==> config.mk <==
export PLATFORM = sky130hd
export DESIGN_NAME = counter_sequencer_flat
export DESIGN_NICKNAME = d
export VERILOG_FILES = /design/src/rtl/counter_sequencer_if.sv /design/src/rtl/counter_sequencer.sv /design/src/flat_wrapper.sv
export SDC_FILE = /design/constraint.sdc
export NUM_CORES = 1
export LEC_CHECK = 0
export CORE_ASPECT_RATIO = 2
export CORE_MARGIN = 4
export CORE_UTILIZATION = 55
export CTS_CLUSTER_SIZE = 40
export DETAILED_ROUTE_END_ITERATION = 16
export PLACE_DENSITY = 0.82
export SYNTH_ARGS = -nofsm -noshare
export SYNTH_HDL_FRONTEND = slang
export SYNTH_SLANG_ARGS = --single-unit
export TNS_END_PERCENT = 10
==> constraint.sdc <==
create_clock -name clk -period 3.2 [get_ports clk]
set_input_delay 0.64 -clock clk [delete_from_list [all_inputs] [get_ports clk]]
set_output_delay 0.64 -clock clk [all_outputs]
set_load 0.02 [all_outputs]
==> src/rtl/counter_sequencer_if.sv <==
// Control/status bundle between a sequencer master (software or an upper FSM) and the
// counter_sequencer block.
interface counter_sequencer_if #(
  parameter int unsigned WIDTH = 8
) ();
  logic             start;
  logic             hold;
  logic             abort;
  logic [WIDTH-1:0] cfg_limit;
  logic             cfg_dir;
  logic             cfg_reload;
  logic [WIDTH-1:0] Q;
  logic             busy;
  logic             tc;
  logic             done;
  logic [1:0]       state;

  modport master (
    output start, hold, abort, cfg_limit, cfg_dir, cfg_reload,
    input  Q, busy, tc, done, state
  );

  modport slave (
    input  start, hold, abort, cfg_limit, cfg_dir, cfg_reload,
    output Q, busy, tc, done, state
  );
endinterface

==> src/rtl/counter_sequencer.sv <==
// Run/stop controller around a WIDTH-bit counter: latches limit/direction/reload on start,
// then sequences RUN, PAUSE, terminal count and a one-cycle DONE phase.
module counter_sequencer #(
  parameter int unsigned WIDTH = 8
) (
  input logic               clk,
  input logic               rst,
  counter_sequencer_if.slave bus
);

  localparam logic [1:0] StIdle  = 2'd0;
  localparam logic [1:0] StRun   = 2'd1;
  localparam logic [1:0] StPause = 2'd2;
  localparam logic [1:0] StDone  = 2'd3;

  localparam logic [WIDTH-1:0] One  = WIDTH'(1);
  localparam logic [WIDTH-1:0] Zero = '0;

  logic [1:0]       state_q, state_d;
  logic [WIDTH-1:0] q_q, q_d;
  logic [WIDTH-1:0] limit_q, limit_d;
  logic             dir_q, dir_d;
  logic             reload_q, reload_d;
  // Set when PAUSE was entered from a counted RUN cycle, so resuming advances the count.
  // Cleared when PAUSE was entered via reload, so the reloaded start value still gets a
  // RUN cycle of its own.
  logic             adv_q, adv_d;

  logic [WIDTH-1:0] start_val;
  logic [WIDTH-1:0] term_val;
  logic [WIDTH-1:0] step_val;
  logic             at_term;

  always_comb begin
    start_val = dir_q ? limit_q : Zero;
    term_val  = dir_q ? Zero : limit_q;
    step_val  = dir_q ? (q_q - One) : (q_q + One);
    at_term   = (q_q == term_val);
  end

  always_comb begin
    state_d  = state_q;
    q_d      = q_q;
    limit_d  = limit_q;
    dir_d    = dir_q;
    reload_d = reload_q;
    adv_d    = adv_q;

    if (bus.abort) begin
      state_d = StIdle;
      q_d     = Zero;
      adv_d   = 1'b0;
    end else begin
      unique case (state_q)
        StIdle: begin
          if (bus.start) begin
            limit_d  = bus.cfg_limit;
            dir_d    = bus.cfg_dir;
            reload_d = bus.cfg_reload;
            q_d      = bus.cfg_dir ? bus.cfg_limit : Zero;
            state_d  = StRun;
          end
        end
        StRun: begin
          if (at_term) begin
            // Terminal action takes precedence over hold.
            if (reload_q) begin
              q_d = start_val;
              if (bus.hold) begin
                state_d = StPause;
                adv_d   = 1'b0;
              end
            end else begin
              state_d = StDone;
            end
          end else if (bus.hold) begin
            state_d = StPause;
            adv_d   = 1'b1;
          end else begin
            q_d = step_val;
          end
        end
        StPause: begin
          if (!bus.hold) begin
            state_d = StRun;
            if (adv_q && !at_term) begin
              q_d = step_val;
            end
            adv_d = 1'b0;
          end
        end
        StDone: begin
          state_d = StIdle;
        end
        default: begin
          state_d = StIdle;
        end
      endcase
    end
  end

  always_ff @(posedge clk or posedge rst) begin
    if (rst) begin
      state_q  <= StIdle;
      q_q      <= Zero;
      limit_q  <= Zero;
      dir_q    <= 1'b0;
      reload_q <= 1'b0;
      adv_q    <= 1'b0;
    end else begin
      state_q  <= state_d;
      q_q      <= q_d;
      limit_q  <= limit_d;
      dir_q    <= dir_d;
      reload_q <= reload_d;
      adv_q    <= adv_d;
    end
  end

  // Status is decoded purely from registers, so it follows reset without a clock edge.
  always_comb begin
    bus.Q     = q_q;
    bus.state = state_q;
    bus.busy  = (state_q == StRun) || (state_q == StPause);
    bus.tc    = (state_q == StRun) && at_term;
    bus.done  = (state_q == StDone);
  end

endmodule

==> src/flat_wrapper.sv <==
// flat-port wrapper written by rule: the top's interface ports become plain ports
module counter_sequencer_flat 
#(
  parameter int unsigned WIDTH = 8
)
  (clk, rst, bus_start, bus_hold, bus_abort, bus_cfg_limit, bus_cfg_dir, bus_cfg_reload, bus_Q, bus_busy, bus_tc, bus_done, bus_state);
  counter_sequencer_if #(.WIDTH(WIDTH)) bus_i ();
  input logic clk;
  input logic rst;
  input wire logic [$bits(bus_i.start)-1:0] bus_start;
  input wire logic [$bits(bus_i.hold)-1:0] bus_hold;
  input wire logic [$bits(bus_i.abort)-1:0] bus_abort;
  input wire logic [$bits(bus_i.cfg_limit)-1:0] bus_cfg_limit;
  input wire logic [$bits(bus_i.cfg_dir)-1:0] bus_cfg_dir;
  input wire logic [$bits(bus_i.cfg_reload)-1:0] bus_cfg_reload;
  output wire logic [$bits(bus_i.Q)-1:0] bus_Q;
  output wire logic [$bits(bus_i.busy)-1:0] bus_busy;
  output wire logic [$bits(bus_i.tc)-1:0] bus_tc;
  output wire logic [$bits(bus_i.done)-1:0] bus_done;
  output wire logic [$bits(bus_i.state)-1:0] bus_state;
  assign bus_i.start = bus_start;
  assign bus_i.hold = bus_hold;
  assign bus_i.abort = bus_abort;
  assign bus_i.cfg_limit = bus_cfg_limit;
  assign bus_i.cfg_dir = bus_cfg_dir;
  assign bus_i.cfg_reload = bus_cfg_reload;
  assign bus_Q = bus_i.Q;
  assign bus_busy = bus_i.busy;
  assign bus_tc = bus_i.tc;
  assign bus_done = bus_i.done;
  assign bus_state = bus_i.state;
  counter_sequencer #(.WIDTH(WIDTH)) u_core (.clk(clk), .rst(rst), .bus(bus_i));
endmodule
==> key figures <==
Finish
  • Area growth from synthesis to layout: 18.0%
  • Net count reported at finish: around 270
  • Antenna Diode Count: 0
  • Share of final-layout standard cells stronger than drive strength 1: a little over an eighth
  • Cell area after layout: 2250 um2
  • Most common library cell in the layout ignoring fill and taps: sky130_fd_sc_hd__clkdlybuf4s50_1
  • Most frequent cells in the layout: sky130_fd_sc_hd__clkdlybuf4s50_1 (27), sky130_fd_sc_hd__dfrtp_1 (20), sky130_fd_sc_hd__nor2_1 (17)
  • Fillers: between 200 and 300

Synthesis
  • Gate Count Post-Synth: between 200 and 250
  • Combined area of all synthesized cells: ~1900 um2
  • Synth top area cells: sky130_fd_sc_hd__dfrtp_1 (28%), sky130_fd_sc_hd__ha_1 (6.6%), sky130_fd_sc_hd__mux2_2 (5.9%), sky130_fd_sc_hd__o21ai_0 (3.9%), sky130_fd_sc_hd__nor2_1 (3.3%)
  • Synth Net Count: between 200 and 250
  • Post-synth EDFFs: 0
  • Area share of the largest cell type after synthesis: between 20% and 30%
  • Distinct cell type count after synthesis: 57
  • Cell type contributing the most total cell area after synthesis: sky130_fd_sc_hd__dfrtp_1
  • Number of flip-flops and latches in the synthesized netlist: 21
  • Sequential fraction of the synthesis area: between 20% and 30%
  • Async set-reset flop share out of synthesis: 100%
  • Total number of yosys warnings: 0
  • Mean area per synthesized cell: around 9 um2
  • Post-synth top flop: sky130_fd_sc_hd__dfrtp_1

Timing
  • Highest Clock Rate: approximately 0.33 GHz
  • Count of endpoints failing setup in the final report: 0
  • Time the worst path needs with I/O delays and setup: 3020 ps
  • Setup repair after global routing missed its margin: no
  • Worst clock skew on the final layout: around 4.8 ps
  • Final setup TNS: 0 ps
  • Smallest setup slack after layout: about 180 ps
  • Fin. Hold Viols: 0
  • Slew Limit Headroom: between 40% and 50%
  • Count of pins over their slew limit: 0
  • Tightest Pin Transition: ~830 ps
  • Period utilisation layout: about 95%

Floorplanning
  • Die X-Extent: between 40 and 50 um
  • I/O pin total: 28
  • Total die area: 4530 um2
  • Std cell rows: 30
  • DIE HEIGHT: 91.3 um
  • Placeable core area: ~3400 um2
  • Effective utilization at floorplan: about 56%

Placed design
  • Setup slack at placement: 392 ps
  • I/O Buffers: 27
  • GPL Wtd Cong: a little over 0.9
  • Post-Place Cell Area: 2200 um2
  • Total half-perimeter wirelength after legalization and detailed placement: roughly 4.0 mm

Flow run
  • Number of violations of the max-capacitance limit: 0

Setup path
  • Kind of start point of the critical path: flop
  • WP data required: approximately 2600 ps
  • CP Launch Point: u_core.bus.Q[0]
  • Worst R2R Start: u_core.dir_q
  • CP Capture Type: output port
  • Critical path class: reg -> out
  • Highest net fanout along the worst path: 10
  • CP arrival: around 2400 ps

CTS
  • Clock Sinks: 21
  • Clk Latency, worst-skew pair: about 270 ps
  • CTS Root Cell: sky130_fd_sc_hd__clkbuf_8
  • Inserted Clock Buffers: 3
  • Clock transition time at the flip-flop clock pins of the worst setup and hold paths: around 80 ps
  • TritonCTS clock tree: built
  • H-Tree Level Count: 1
  • Post-CTS Setup Bufs: 0
  • Buffer levels on the longest clock path: 2

Power and ir drop
  • Switching power share of the total: roughly half
  • Cell internal power dissipation: around 1.2 mW
  • Share of power burned in registers: 24.3%
  • Pleak: between 0.8 and 0.9 nW
  • Power density over the cells: between 1000 and 1500 nW/um2
  • Combinational group share of total power: 68.4%
  • Peak VDD IR: 696 uV
  • Switching power: 1.24 mW
  • Clock share of power: 7.3%
  • Overall power consumption: approximately 2.4 mW

Routing
  • Sum of routed wire length over all layers: 5.42 mm
  • Post-route antenna net violation count: 0
  • Via density per instance: around 7
  • Drt drc: 0
  • First-pass detailed-route iteration total: 5
  • Final routed wire length divided by cell count: roughly 20 um
  • First DRT Iteration DRCs: 84
  • Vias: just under 2000

Global route
  • Initial antenna violation count: 0
  • First-pass GRT wire length: 8.98 mm
  • Total congestion overflow: 0
  • Overall fraction of global-route tracks in use: approximately 25%
  • Vias in the first global route: between 1500 and 2000
  • Pin count of the biggest net entering global routing: 22

Min path
  • Hold Startpoint: u_core.adv_q
  • Hold crit path type: reg -> reg

Outcome
  • Status: finished, final reports clean
per-stage QoR:
stage	instances	utilization, %	hold WS, ps
after floorplan	213	-	525
after global placement	268	65.3	595
after detailed placement	268	65.3	586
after CTS	272	66.6	598
after global routing	272	66.6	625
final	272	66.6	600
synth_stat cells (all sizes together) (2+ instances only):
cell / instances
o21a: 2
o21ba: 2
inv: 8
xor2: 4
mux2i: 2
a31oi: 6
clkbuf: 4
mux2: 12
a311oi: 2
o31ai: 5
nor2b: 2
o2bb2ai: 4
dfrtp: 21
nor2: 17
xnor2: 4
a21oi: 12
nand3b: 2
nand4bb: 2
a32oi: 2
ha: 10
a211oi: 6
buf: 5
a21o: 4
nand3: 6
o21ai: 15
nand2: 15
o211ai: 3
and3: 3
nor3: 12
sequential cells by signal, indices dropped and copies added, names as in the netlist:
name and cells:
u_core.adv_q 1, u_core.bus.Q 8, u_core.bus.state 2, u_core.dir_q 1, u_core.limit_q 8, u_core.reload_q 1
logic make-up after synthesis:
group                    count (synthesis)  share of synthesized area (%)
buffers and inverters                   17                           4.26
adder cells (fa/ha/maj)                 11                           7.61
XOR/XNOR                                 8                           3.67
multiplexers                            14                           8.52
AO/OA/AOI/OAI                           75                           29.2
flip-flops                              21                           27.5
AND/OR/NAND/NOR                         67                           19.2
final timing paths:
| path | endpoint | slack, ps | cells after the start |
|---|---|---|---|
| max | bus_tc | 180 | 5 |
| min | u_core.adv_q | 600 | 2 |
| max reg2reg | u_core.bus.Q[5] | 520 | 8 |
| min reg2reg | u_core.adv_q | 600 | 2 |
| max in group asynchronous | u_core.dir_q | 1800 | 2 |
| min in group asynchronous | u_core.reload_q | 830 | 2 |
power by group through the flow:
| stage | Clock [mW] | Sequential, mW | Combinational [mW] |
|---|---|---|---|
| floorplan | 0 | 0.560 | 1.20 |
| global placement | 0 | 0.584 | 1.61 |
| detailed placement | 0 | 0.586 | 1.63 |
| CTS | 0.182 | 0.582 | 1.64 |
| global route | 0.194 | 0.615 | 1.80 |
| finish | 0.177 | 0.592 | 1.67 |
layout make-up:
class | instances | area, um2 | area share, %
clock buffer | 4 | 45.0 | 2.00
inverter | 8 | 30.0 | 1.33
multi-input combinational | 175 | 1300 | 57.8
sequential | 21 | 527 | 23.4
tap | 32 | 40.0 | 1.78
timing repair buffer | 32 | 308 | 13.7
critical path: stages (launching register included):
cell	delay, ps
sky130_fd_sc_hd__dfrtp_1	630
sky130_fd_sc_hd__nand4b_1	270
sky130_fd_sc_hd__a32oi_4	320
sky130_fd_sc_hd__nand2_1	140
sky130_fd_sc_hd__nor2_1	130
sky130_fd_sc_hd__clkdlybuf4s50_1	610
per-layer routing:
| layer | global-route usage, % | part of all wire (%) | up-vias | routed length (um) |
|---|---|---|---|---|
| met3 | 2.13 | 4.8 | 27 | 260 |
| met1 | 29.7 | 38 | 930 | 2050 |
| met4 | 16.6 | 4.9 | 0 | 265 |
| met5 | 0 | 0 | - | 0 |
| met2 | 42.8 | 52 | 100 | 2840 |
| li1 | - | - | 865 | - |
timing repair:
item,CTS,global route
hold endpoints to repair,0,0
resized for setup,0,1
setup endpoints to repair,0,1
hold buffers,0,0
(Power assumes the default switching activity.)
